$ cat config.mk
export PLATFORM = sky130hd
export DESIGN_NAME = div_seq
export DESIGN_NICKNAME = d
export VERILOG_FILES = /design/src/rtl/div_seq.sv
export SDC_FILE = /design/constraint.sdc
export NUM_CORES = 1
export LEC_CHECK = 0
export CAP_MARGIN = 5
export CORE_MARGIN = 5
export CORE_UTILIZATION = 60
export DETAILED_ROUTE_END_ITERATION = 7
export PLACE_DENSITY = 0.78
export SYNTH_ARGS = -nofsm -noshare
export SYNTH_HDL_FRONTEND = slang
export SYNTH_SLANG_ARGS = --single-unit
$ cat constraint.sdc
create_clock -name clk -period 8 [get_ports clk]
set_input_delay 1.6 -clock clk [delete_from_list [all_inputs] [get_ports clk]]
set_output_delay 1.6 -clock clk [all_outputs]
set_load 0.02 [all_outputs]
$ cat src/rtl/div_seq.sv
// div_seq: sequential signed 16/8 restoring divider with an operand-pair FIFO
module div_seq #(
    parameter int FIFO_DEPTH = 16,
    parameter int DVD_W = 16,
    parameter int DVS_W = 8
) (
    input  logic             clk,
    input  logic             rst_n,
    input  logic             div_vld,
    input  logic [DVD_W-1:0] in0_data,
    input  logic [DVS_W-1:0] in1_data,
    output logic             in_rdy,
    output logic             div_busy,
    output logic             out_vld,
    output logic [DVD_W-1:0] out_quot,
    output logic [DVS_W-1:0] out_rem,
    output logic             out_dbz
);
    localparam int AW = $clog2(FIFO_DEPTH);
    localparam int CW = $clog2(DVD_W);

    typedef enum logic [1:0] {IDLE, CALC, SIGN} state_t;

    state_t           state, state_nx;
    logic [AW:0]      wr_ptr, rd_ptr;
    logic [DVD_W-1:0] mem_dvd [FIFO_DEPTH];
    logic [DVS_W-1:0] mem_dvs [FIFO_DEPTH];
    logic             empty, full, acc, fin, load, pop, push;
    logic [DVD_W-1:0] src_dvd, qd, qd_nx, quot_fin;
    logic [DVS_W-1:0] src_dvs, dvs_q, r, r_nx, rem_fin, dvd_lo;
    logic [DVS_W:0]   r_sh;
    logic             ge, sign_q, sign_r, dvs_zero;
    logic [CW-1:0]    cnt;

    assign empty    = wr_ptr == rd_ptr;
    assign full     = (wr_ptr[AW] != rd_ptr[AW]) && (wr_ptr[AW-1:0] == rd_ptr[AW-1:0]);
    assign in_rdy   = rst_n & ~full;
    assign acc      = div_vld & in_rdy;
    assign div_busy = (state != IDLE) | ~empty | div_vld | out_vld;
    assign src_dvd  = empty ? in0_data : mem_dvd[rd_ptr[AW-1:0]];
    assign src_dvs  = empty ? in1_data : mem_dvs[rd_ptr[AW-1:0]];

    // State register
    always_ff @(posedge clk or negedge rst_n) begin
        if (!rst_n) state <= IDLE;
        else        state <= state_nx;
    end

    // Next state: a finishing engine may immediately reload when a pair is pending
    always_comb begin
        state_nx = load ? CALC : fin ? IDLE : (state == CALC && cnt == '0) ? SIGN : state;
    end

    // Control and result shaping; divide-by-zero finishes on its first CALC edge
    always_comb begin
        fin      = (state == SIGN) || (state == CALC && dvs_zero);
        load     = (state == IDLE || fin) && (acc || !empty);
        pop      = load && !empty;
        push     = acc && !(load && empty);
        r_sh     = {r, qd[DVD_W-1]};
        ge       = r_sh >= {1'b0, dvs_q};
        r_nx     = ge ? DVS_W'(r_sh - {1'b0, dvs_q}) : r_sh[DVS_W-1:0];
        qd_nx    = {qd[DVD_W-2:0], ge};
        quot_fin = dvs_zero ? '1 : sign_q ? -qd : qd;
        rem_fin  = dvs_zero ? dvd_lo : sign_r ? -r : r;
    end

    // Engine datapath and registered outputs; qd shifts dividend out while quotient shifts in
    always_ff @(posedge clk or negedge rst_n) begin
        if (!rst_n) begin
            out_vld  <= 1'b0;
            out_quot <= '0;
            out_rem  <= '0;
            out_dbz  <= 1'b0;
            qd       <= '0;
            dvs_q    <= '0;
            r        <= '0;
            cnt      <= '0;
            sign_q   <= 1'b0;
            sign_r   <= 1'b0;
            dvs_zero <= 1'b0;
            dvd_lo   <= '0;
        end else begin
            out_vld <= fin;
            if (fin) begin
                out_quot <= quot_fin;
                out_rem  <= rem_fin;
                out_dbz  <= dvs_zero;
            end
            if (load) begin
                qd       <= src_dvd[DVD_W-1] ? -src_dvd : src_dvd;
                dvs_q    <= src_dvs[DVS_W-1] ? -src_dvs : src_dvs;
                sign_q   <= src_dvd[DVD_W-1] ^ src_dvs[DVS_W-1];
                sign_r   <= src_dvd[DVD_W-1];
                dvs_zero <= src_dvs == '0;
                dvd_lo   <= src_dvd[DVS_W-1:0];
                r        <= '0;
                cnt      <= CW'(DVD_W - 1);
            end else if (state == CALC) begin
                r   <= r_nx;
                qd  <= qd_nx;
                cnt <= cnt - 1'b1;
            end
        end
    end

    // FIFO pointers; the extra MSB tells full from empty
    always_ff @(posedge clk or negedge rst_n) begin
        if (!rst_n) begin
            wr_ptr <= '0;
            rd_ptr <= '0;
        end else begin
            if (push) wr_ptr <= wr_ptr + 1'b1;
            if (pop)  rd_ptr <= rd_ptr + 1'b1;
        end
    end

    // FIFO storage
    always_ff @(posedge clk) begin
        if (push) begin
            mem_dvd[wr_ptr[AW-1:0]] <= in0_data;
            mem_dvs[wr_ptr[AW-1:0]] <= in1_data;
        end
    end
endmodule

==> results.rst <==
.. list-table::
   :header-rows: 1

   * - Metric
     - Value
   * - Final period demand of the worst path
     - 4850 ps
   * - Top Ports
     - 55
   * - Filler Cells Inserted
     - 2,133
   * - Reg clk slew, reported paths
     - 60 ps
   * - Relative slew margins
     - 0.263
   * - CTS Root Cell
     - clkbuf_16
   * - Drt via density
     - 6.16
   * - Biggest fanout along the worst timing path
     - 39
   * - Setup clock skew after layout
     - 26.8 ps
   * - Effective utilization at floorplan
     - 0.610
   * - Insertion delay to the later sink of the worst-skew pair
     - 570 ps
   * - Net count of the finished layout
     - 1,285
   * - Status
     - complete, no violations
   * - Fraction of synthesized cell area taken by the top area cell type
     - 0.578
   * - Max Root-Sink Buffers
     - 3
   * - Static Leakage
     - 7.75 nW
   * - GRT Residual Overflow
     - 0
   * - First-pass GRT wire length
     - 64,400 um
   * - Die width
     - 192 um
   * - Height of the die
     - 192 um
   * - Top_reg_cell synth
     - edfxtp_1
   * - HPWL Detailed
     - 25,100 um
   * - Combined area of the multi-input logic cells
     - 0.00593 sq mm
   * - Final clock period utilization by the worst path
     - 0.606
   * - Via count of the first global-routing pass
     - 10,600
   * - P&R area growth vs syn
     - 12.6%
   * - Critical Path Sink Type
     - primary output
   * - Row count
     - 66
   * - Routability cong.
     - 0.870
   * - Critical path class
     - flop to primary output
   * - Post-Route Setup TNS
     - 0 ps
   * - FFs w/ async S/R, synth
     - 0.181
   * - Worst VDD drop
     - 308 uV
   * - Post-cts sizing count
     - 0
   * - Highest achievable clock rate
     - 0.206 GHz
   * - Post-Syn Area per Cell
     - 17.1 sq um
   * - Data arrival time at the worst-slack endpoint
     - 3250 ps
   * - Area of the die
     - 0.0370 sq mm
   * - Global routing usage on met2
     - 0.366
   * - Pin count of the biggest net entering global routing
     - 86
   * - Final worst slack
     - 3150 ps
   * - Initial antenna violation count
     - 1
   * - Ant. Diodes
     - 0
   * - Num CTS Buffers
     - 46
   * - DR vias
     - 10,600
   * - Cell count after synthesis
     - 1,169
   * - Wirelength per Cell
     - 24.2 um
   * - Cell type with the highest aggregate area in the netlist
     - edfxtp_1
   * - # port buffers
     - 54
   * - RSZ-0062 raised after global routing
     - false
   * - Power per cell area
     - 394 mW/mm^2
   * - Most Used Layer, Global Route
     - met2
   * - Met3 Usage GRT
     - 0.0440
   * - Worst-case setup slack after placement
     - 3380 ps
   * - Startpoint class of the critical path
     - flop
   * - Slew @ Worst Pin
     - 1110 ps
   * - Biggest area contributors in the synthesized netlist
     - edfxtp_1 58%, mux4_2 13%, dfrtp_1 11%
   * - Number of detailed-routing iterations run before antenna repair
     - 5
   * - Synth Register Bits
     - 469
   * - Post-CTS repair timing setup buffer count
     - 0
   * - Total routed wirelength
     - 41,500 um
   * - Global-route usage over all layers
     - 0.232
   * - Proportion of synthesized chip area in sequential cells
     - 0.685
   * - # H-tree levels
     - 2
   * - Syn Std Cell Area
     - 0.0199 sq mm
   * - Count of warnings emitted by yosys
     - 0
   * - Top cell family by delay on the critical path
     - simple AND/OR/NAND/NOR gates
   * - Sum of buffers and inverters on the critical path
     - 1
   * - Ratio of cells with drive above 1 in the final layout
     - 0.213
   * - Critical path, cell by cell
     - xor2_1 > nor4_4 > and2_0 > nand2_1 > clkdlybuf4s50_1
   * - Clock tree from TritonCTS
     - built
   * - Number of buffers added to fix hold violations after cts
     - 0
   * - Worst hold-check path type
     - flop to flop
   * - Worst hold margin
     - 466 ps
   * - Crit path largest cell delay
     - 840 ps
   * - Max-cap violations
     - 0
   * - Post-detailed-route count of antenna-violating nets
     - 0
   * - Area taken by flip-flops and latches
     - 0.0137 sq mm
   * - Residual DRC count
     - 0
   * - Grt met1 use
     - 0.346
   * - Number of enable flip-flop cells after synthesis
     - 384
   * - Core region area
     - 0.0327 sq mm
   * - Slowest-stage cell, CP
     - dfrtp_4
   * - Required time of the critical path
     - 6400 ps
   * - Endpoints failing setup
     - 0
   * - # clock sinks
     - 469
   * - Synth cell types
     - 61
   * - Number of hold violations in the final report
     - 0
   * - Drt initial violations
     - 1,104
   * - Synth Net Count
     - 1,216
   * - Final Max Slew Viols
     - 0
## worst paths after layout
| kind | startpoint | slack (ps) | cells past startpoint | endpoint |
|---|---|---|---|---|
| worst min-delay path | out_quot[0]$_DFFE_PN0P_ | 470 | 2 | out_quot[0]$_DFFE_PN0P_ |
| min in group asynchronous | rst_n | 910 | 1 | rd_ptr[0]$_DFFE_PN0P_ |
| worst max register to register | rd_ptr[1]$_DFFE_PN0P_ | 3810 | 11 | qd[12]$_DFFE_PN0P_ |
| worst max-delay path | rd_ptr[1]$_DFFE_PN0P_ | 3150 | 5 | div_busy |
| max in group asynchronous | rst_n | 5950 | 2 | r[4]$_DFFE_PN0P_ |
| worst min register to register | out_quot[0]$_DFFE_PN0P_ | 470 | 2 | out_quot[0]$_DFFE_PN0P_ |
## power breakdown
group	internal [mW]	total [mW]	leakage [nW]	switching (mW)
Combinational	1.59	3.53	2.56	1.94
Sequential	2.96	3.26	4.48	0.300
Clock	1.14	2.06	0.702	0.913
## routing by layer
| layer | routed length [um] | vias to the layer above |
|---|---|---|
| met4 | 835 | 2 |
| met3 | 3400 | 76 |
| li1 | - | 4657 |
| met5 | 13 | - |
| met2 | 20200 | 442 |
| met1 | 17000 | 5399 |
## synth_stat cells, drive strengths merged, types with 5 or more instances
cell type,instances
edfxtp,384
mux4,113
nand2,112
dfrtp,85
nor2,59
o21ai,57
mux2i,39
a21oi,34
inv,31
buf,29
clkbuf,29
xor2,29
xnor2,26
ha,19
mux2,16
o31ai,12
nor3,10
nand3,9
nand4,8
nand2b,7
or3,6
a31oi,5
nor2b,5
nor4,5
o21a,5
or2,5
## worst reg2reg max path, stage by stage (launching register included)
cell     delay (ps)
dfrtp_4         840
buf_4           770
mux4_2          500
mux4_2          480
mux2_2          340
inv_1            90
ha_1            180
inv_1            70
or2_4           280
o41ai_2         250
xor2_1          170
o21ai_1          70
## kinds of logic (layout without fill, tap and decap cells)
kind of cell    count (synthesis)  count (layout)  share of synthesized area
xor+xnor                       55              55                     0.0245
mux                           168             168                      0.160
flops                         469             469                      0.685
buf+inv                        90             196                     0.0220
compound gates                133             133                     0.0413
fa+ha+maj                      20              20                     0.0129
simple gates                  234             234                     0.0548
## registers in the layout, indices dropped and copies added (netlist names)
name / count
out_vld: 1
state: 2
r: 8
sign_q: 1
dvs_q: 8
cnt: 4
mem_dvd: 256
wr_ptr: 5
dvd_lo: 8
mem_dvs: 128
out_rem: 8
sign_r: 1
rd_ptr: 5
dvs_zero: 1
qd: 16
out_dbz: 1
out_quot: 16
## per-stage QoR
step	instances	total power, mW	util	cell area (sq um)
2_1_floorplan	1169	5.91	-	19900
3_3_place_gp	1632	6.75	0.643	21000
3_5_place_dp	1632	6.82	0.643	21000
4_1_cts	1717	8.92	0.687	22500
5_1_grt	1717	9.37	0.687	22500
6_report	1717	8.85	0.687	22500
## final cells by class
class                      instances  area share
sequential                       469       0.609
multi-input combinational        610       0.264
clock buffer                      54      0.0530
timing repair buffer              79      0.0329
inverter                          32     0.00535
tap                              442      0.0246
clock inverter                    31      0.0112
## layout by cell type, fill, tap and decap left out, types with 31 or more instances in the layout
cell type and n:
nor2_1 47, o21ai_0 48, a21oi_1 34, nand2_1 111, mux4_2 113, clkbuf_16 46, edfxtp_1 384, mux2i_1 32
clkdlybuf4s50_1 53, dfrtp_1 82, inv_1 31
Note: power is estimated with default switching activity, not from simulation.
